## src/rtl/diff_freq_serial_in.sv

```systemverilog
// Variable-period serial receiver: samples each bit cell at its midpoint and
// assembles DATA_BIT bits LSB-first; flags cells whose level moves before the cell ends.
module diff_freq_serial_in #(
   parameter int DATA_BIT     = 32,
   parameter int START_OFFSET = 2,
   parameter int REPEAT_GAP   = 1
) (
   input  logic                clk,
   input  logic                rst_n,
   input  logic                i_start,
   input  logic                i_stop,
   input  logic                i_mode,
   input  logic [DATA_BIT-1:0] i_freq_pattern,
   input  logic [7:0]          i_slow_period,
   input  logic [7:0]          i_fast_period,
   input  logic                i_serial_in,
   output logic [DATA_BIT-1:0] o_data,
   output logic                o_bit_tick,
   output logic                o_done_tick,
   output logic                o_err,
   output logic                o_busy
);

   localparam int KW = (DATA_BIT > 2) ? $clog2(DATA_BIT) : 1;
   // S_DONE already accounts for one idle clock between repeated frames.
   localparam int START_WAIT = START_OFFSET - 1;
   localparam int REP_WAIT   = (REPEAT_GAP > 1) ? REPEAT_GAP - 1 : 0;
   localparam logic [KW-1:0] K_LAST = KW'(DATA_BIT - 1);

   typedef enum logic [1:0] {S_IDLE, S_WAIT, S_RECV, S_DONE} state_t;

   state_t              state;
   logic                mode;
   logic [DATA_BIT-1:0] freq_buf;
   logic [DATA_BIT-1:0] shreg;
   logic [7:0]          slow_buf;
   logic [7:0]          fast_buf;
   logic [8:0]          cnt;
   logic [15:0]         gap;
   logic [KW-1:0]       k;
   logic                err_acc;
   logic                samp;

   logic [7:0]          per_sel;
   logic [8:0]          cell_len;
   logic                at_sample;
   logic                at_end;
   logic                ref_bit;
   logic                mism;
   logic [DATA_BIT-1:0] shreg_next;

   // Current cell geometry and the stability comparison for this clock.
   always_comb begin
      per_sel    = freq_buf[k] ? fast_buf : slow_buf;
      cell_len   = (per_sel == 8'd0) ? 9'd256 : {1'b0, per_sel};
      at_sample  = (cnt == (cell_len >> 1));
      at_end     = (cnt == (cell_len - 9'd1));
      ref_bit    = at_sample ? i_serial_in : samp;
      mism       = at_end && (i_serial_in != ref_bit);
      shreg_next = {i_serial_in, shreg[DATA_BIT-1:1]};
   end

   // Receive FSM with registered outputs.
   always_ff @(posedge clk or negedge rst_n) begin
      if (!rst_n) begin
         state       <= S_IDLE;
         mode        <= 1'b0;
         freq_buf    <= '0;
         shreg       <= '0;
         slow_buf    <= 8'd0;
         fast_buf    <= 8'd0;
         cnt         <= 9'd0;
         gap         <= 16'd0;
         k           <= '0;
         err_acc     <= 1'b0;
         samp        <= 1'b0;
         o_data      <= '0;
         o_bit_tick  <= 1'b0;
         o_done_tick <= 1'b0;
         o_err       <= 1'b0;
         o_busy      <= 1'b0;
      end else if (i_stop) begin
         state       <= S_IDLE;
         o_bit_tick  <= 1'b0;
         o_done_tick <= 1'b0;
         o_busy      <= 1'b0;
      end else if (i_start) begin
         mode        <= i_mode;
         freq_buf    <= i_freq_pattern;
         slow_buf    <= i_slow_period;
         fast_buf    <= i_fast_period;
         shreg       <= '0;
         err_acc     <= 1'b0;
         k           <= '0;
         cnt         <= 9'd0;
         o_bit_tick  <= 1'b0;
         o_done_tick <= 1'b0;
         o_busy      <= 1'b1;
         if (START_WAIT == 0) begin
            state <= S_RECV;
         end else begin
            state <= S_WAIT;
            gap   <= 16'(START_WAIT);
         end
      end else begin
         case (state)
            S_IDLE: begin
               o_bit_tick  <= 1'b0;
               o_done_tick <= 1'b0;
               o_busy      <= 1'b0;
            end
            S_WAIT: begin
               o_bit_tick  <= 1'b0;
               o_done_tick <= 1'b0;
               o_busy      <= 1'b1;
               if (gap <= 16'd1) begin
                  state <= S_RECV;
                  cnt   <= 9'd0;
                  k     <= '0;
               end else begin
                  gap <= gap - 16'd1;
               end
            end
            S_RECV: begin
               o_bit_tick <= at_sample;
               o_busy     <= 1'b1;
               if (at_sample) begin
                  shreg <= shreg_next;
                  samp  <= i_serial_in;
               end
               if (mism) begin
                  err_acc <= 1'b1;
               end
               // The last cell's sample may land on its final clock, so take shreg_next.
               if (at_end && (k == K_LAST)) begin
                  state       <= S_DONE;
                  o_data      <= at_sample ? shreg_next : shreg;
                  o_err       <= err_acc | mism;
                  o_done_tick <= 1'b1;
               end else if (at_end) begin
                  k           <= k + 1'b1;
                  cnt         <= 9'd0;
                  o_done_tick <= 1'b0;
               end else begin
                  cnt         <= cnt + 9'd1;
                  o_done_tick <= 1'b0;
               end
            end
            S_DONE: begin
               o_bit_tick  <= 1'b0;
               o_done_tick <= 1'b0;
               if (mode) begin
                  err_acc <= 1'b0;
                  k       <= '0;
                  cnt     <= 9'd0;
                  o_busy  <= 1'b1;
                  if (REP_WAIT == 0) begin
                     state <= S_RECV;
                  end else begin
                     state <= S_WAIT;
                     gap   <= 16'(REP_WAIT);
                  end
               end else begin
                  state  <= S_IDLE;
                  o_busy <= 1'b0;
               end
            end
            default: begin
               state       <= S_IDLE;
               o_bit_tick  <= 1'b0;
               o_done_tick <= 1'b0;
               o_busy      <= 1'b0;
            end
         endcase
      end
   end

endmodule

```

## config.mk

```make
export PLATFORM = sky130hd
export DESIGN_NAME = diff_freq_serial_in
export DESIGN_NICKNAME = d
export VERILOG_FILES = /design/src/rtl/diff_freq_serial_in.sv
export SDC_FILE = /design/constraint.sdc
export NUM_CORES = 1
export LEC_CHECK = 0
export CAP_MARGIN = 20
export CORE_UTILIZATION = 40
export DETAILED_ROUTE_END_ITERATION = 6
export PLACE_DENSITY = 0.69
export SLEW_MARGIN = 30
export SYNTH_ARGS = -nofsm -noshare
export SYNTH_HDL_FRONTEND = slang
export SYNTH_SLANG_ARGS = --single-unit
export TNS_END_PERCENT = 50
```

## constraint.sdc

```tcl
create_clock -name clk -period 5.3 [get_ports clk]
set_input_delay 0.53 -clock clk [delete_from_list [all_inputs] [get_ports clk]]
set_output_delay 0.53 -clock clk [all_outputs]
set_load 0.05 [all_outputs]
```

==> run metrics <==
post-DR wirelength/cell 16.4 um; DIE WIDTH 146 um; Post-layout nets 878; Sequential Power Share 42.1%; H-tree depth 4; HPWL after detailed placement 12.0 mm; max_cap viols 0; final WL 17.9 mm; Least-Margin Pin Slew 0.935 ns; Register Area 3780 um2; register area share after synthesis 45.8%; Pwr per Cell Area 331 nW/um2; Mapped Cells 738; initial antenna violation count 0; Post-synth top cells dfrtp_1, mux2_2, nand2_1; share of flip-flops with an asynchronous set or reset 100%; Comb pwr share 21.2%; layout cell share with drive strength beyond 1 17.6%; Netlist cell types 70; worst clock skew 0.0128 ns; Filler cells 1777; Mean Syn Cell Area 11.2 um2; gpl congestion 0.876; TritonCTS Sinks 151; Yosys top cell area share 45.8%; max_slew headroom 37.7%; Via density 5.40; n_diodes 0; Post-synth EDFFs 0; clk root buf clkbuf_16; CTS tree built; RSZ-0062 raised after global routing false; Hold Path Class in2async; GRT overflow 0; row count 52; Arr. time, crit path 5.04 ns; die area 21200 um2; hold_buf cts 0; Hold Fails Final Rpt 0; min cycle time layout 4.73 ns; largest net degree at the start of global routing 107; Longest Clk Path Bufs 2; clock slew at reported path FFs 0.07 ns; P_int 0.00222 W; placed insts 1063; mapped cell area 8260 um2; status finished, final reports clean; leak pwr 4.39 nW; gr usage total 17.6%; Initial Util 40.8%; core footprint 20200 um2; CP Max Fanout 33; 1st-pass router iterations 6; required time worst endpoint 5.61 ns; Inserted Clock Buffers 17; top cells by area, synth dfrtp_1, mux2_2, mux2_4; Tcrit/Tclk final 89.2%; CP Capture Type flip-flop; ys flop type dfrtp_1; area leader, netlist dfrtp_1; PortBufs 89; clock group share of total power 36.6%; final cell count without fillers 1095; Clock Latency Late Sink 0.43 ns; I/O pin count 90; vias in the first global route 5912; cell with the most instances after synthesis dfrtp_1; Die Ht 146 um; switching share of power 32.5%; vias 5911; VDD IR max 181 uV; synthesized flop and latch total 151; Tot Pwr 0.00329 W; # DRC 0; Setup Buffers After CTS 0; kind of critical path reg2reg; worst hold slack 0.191 ns; post-CTS sizing 0; area grow syn2layout 20.6%; max-slew violation count 0; Sw Pwr 0.00107 W; FMAX 211 MHz; setup tns final 0 ns; first-pass GRT wire length 30.2 mm; remaining antenna violation count 0; 1st-iter DRT viols 314; startpoint types flip-flop; Multi-input gate area 4220 um2; Synth Net Count 804; final setup fails 0; Ys Warns 0
critical path, stage by stage, from the launching register on:
cell and delay, ns:
dfrtp_1 0.32, buf_4 0.29, mux2i_1 0.13, a211oi_1 0.24, nand3_1 0.17, nand4_4 0.16
mux2i_1 0.36, ha_1 0.33, a21oi_1 0.10, nor3_2 0.25, nor3_1 0.10, nor3_1 0.20
o211a_1 0.15, o2111ai_1 0.25, nor3_4 0.42, nand3_4 0.59, mux2_1 0.53
cells in the final DEF (no fill, tap or decap), types with 15 or more instances in the layout:
cell type	n
clkdlybuf4s50_1	88
clkbuf_16	17
dfrtp_1	151
mux2_4	29
mux2i_1	35
nand2_1	56
a22o_1	31
nor2_1	39
mux2_2	58
o21ai_0	28
inv_1	17
nor3_1	20
a21oi_1	23
mux2_1	29
nand3_1	15
routing by layer:
metal	vias up	wire, um	track usage, %
li1	2864	-	-
met1	2905	8820	24.4
met2	119	8260	27.9
met3	23	621	3.82
met4	0	222	4.79
met5	-	0	0
flip-flops by register name, summed over array words and instances, names as in the netlist:
| signal | count |
|---|---|
| fast_buf | 8 |
| o_done_tick | 1 |
| shreg | 32 |
| o_bit_tick | 1 |
| mode | 1 |
| gap | 16 |
| freq_buf | 32 |
| err_acc | 1 |
| o_err | 1 |
| samp | 1 |
| o_busy | 1 |
| slow_buf | 8 |
| state | 2 |
| cnt | 9 |
| k | 5 |
| o_data | 32 |
kinds of logic after synthesis:
| family | share of synthesized area, % |
|---|---|
| multiplexers | 21.4 |
| buffers and inverters | 3.36 |
| AND/OR/NAND/NOR | 13.2 |
| AO/OA/AOI/OAI | 12.9 |
| XOR/XNOR | 1.59 |
| adder cells (fa/ha/maj) | 1.82 |
| flip-flops | 45.8 |
cell type report:
cell class	count	share of cell area, %
clock inverters	15	1.73
flip-flops and latches	151	38.0
multi-input cells	528	42.4
well taps	270	3.39
inverters	17	0.641
repair buffers	97	9.59
clock buffers	17	4.27
through the flow:
stage	setup slack (ns)	utilization [%]	area, um2
6_report	0.570	49.2	9950
5_1_grt	0.214	49.2	9950
4_1_cts	0.548	49.1	9940
3_5_place_dp	0.551	46.2	9340
3_3_place_gp	0.707	46.2	9340
2_1_floorplan	1.08	-	8260
power groups by stage:
stage                     combinational, W  sequential [W]  clock (W)
after floorplan                   0.000538         0.00136          0
after global placement            0.000676         0.00140          0
after detailed placement          0.000698         0.00140          0
after CTS                         0.000701         0.00138    0.00123
after global routing              0.000786         0.00141    0.00129
final                             0.000698         0.00139    0.00121
final timing paths:
check                                      startpoint                  endpoint  slack (ns)  cells past startpoint
worst max register to register       k[1]$_DFFE_PN0P_    o_data[30]$_DFFE_PN0P_        0.57                     16
worst max-delay path                 k[1]$_DFFE_PN0P_    o_data[30]$_DFFE_PN0P_        0.57                     16
worst min register to register  o_data[0]$_DFFE_PN0P_     o_data[0]$_DFFE_PN0P_        0.50                      1
worst min-delay path                            rst_n  freq_buf[17]$_DFFE_PN0P_        0.19                      1
min in group clk                o_data[0]$_DFFE_PN0P_     o_data[0]$_DFFE_PN0P_        0.50                      1
max in group asynchronous                       rst_n      state[0]$_DFFE_PN0P_        3.95                      2
No activity file was read; power rests on OpenSTA's default activity.
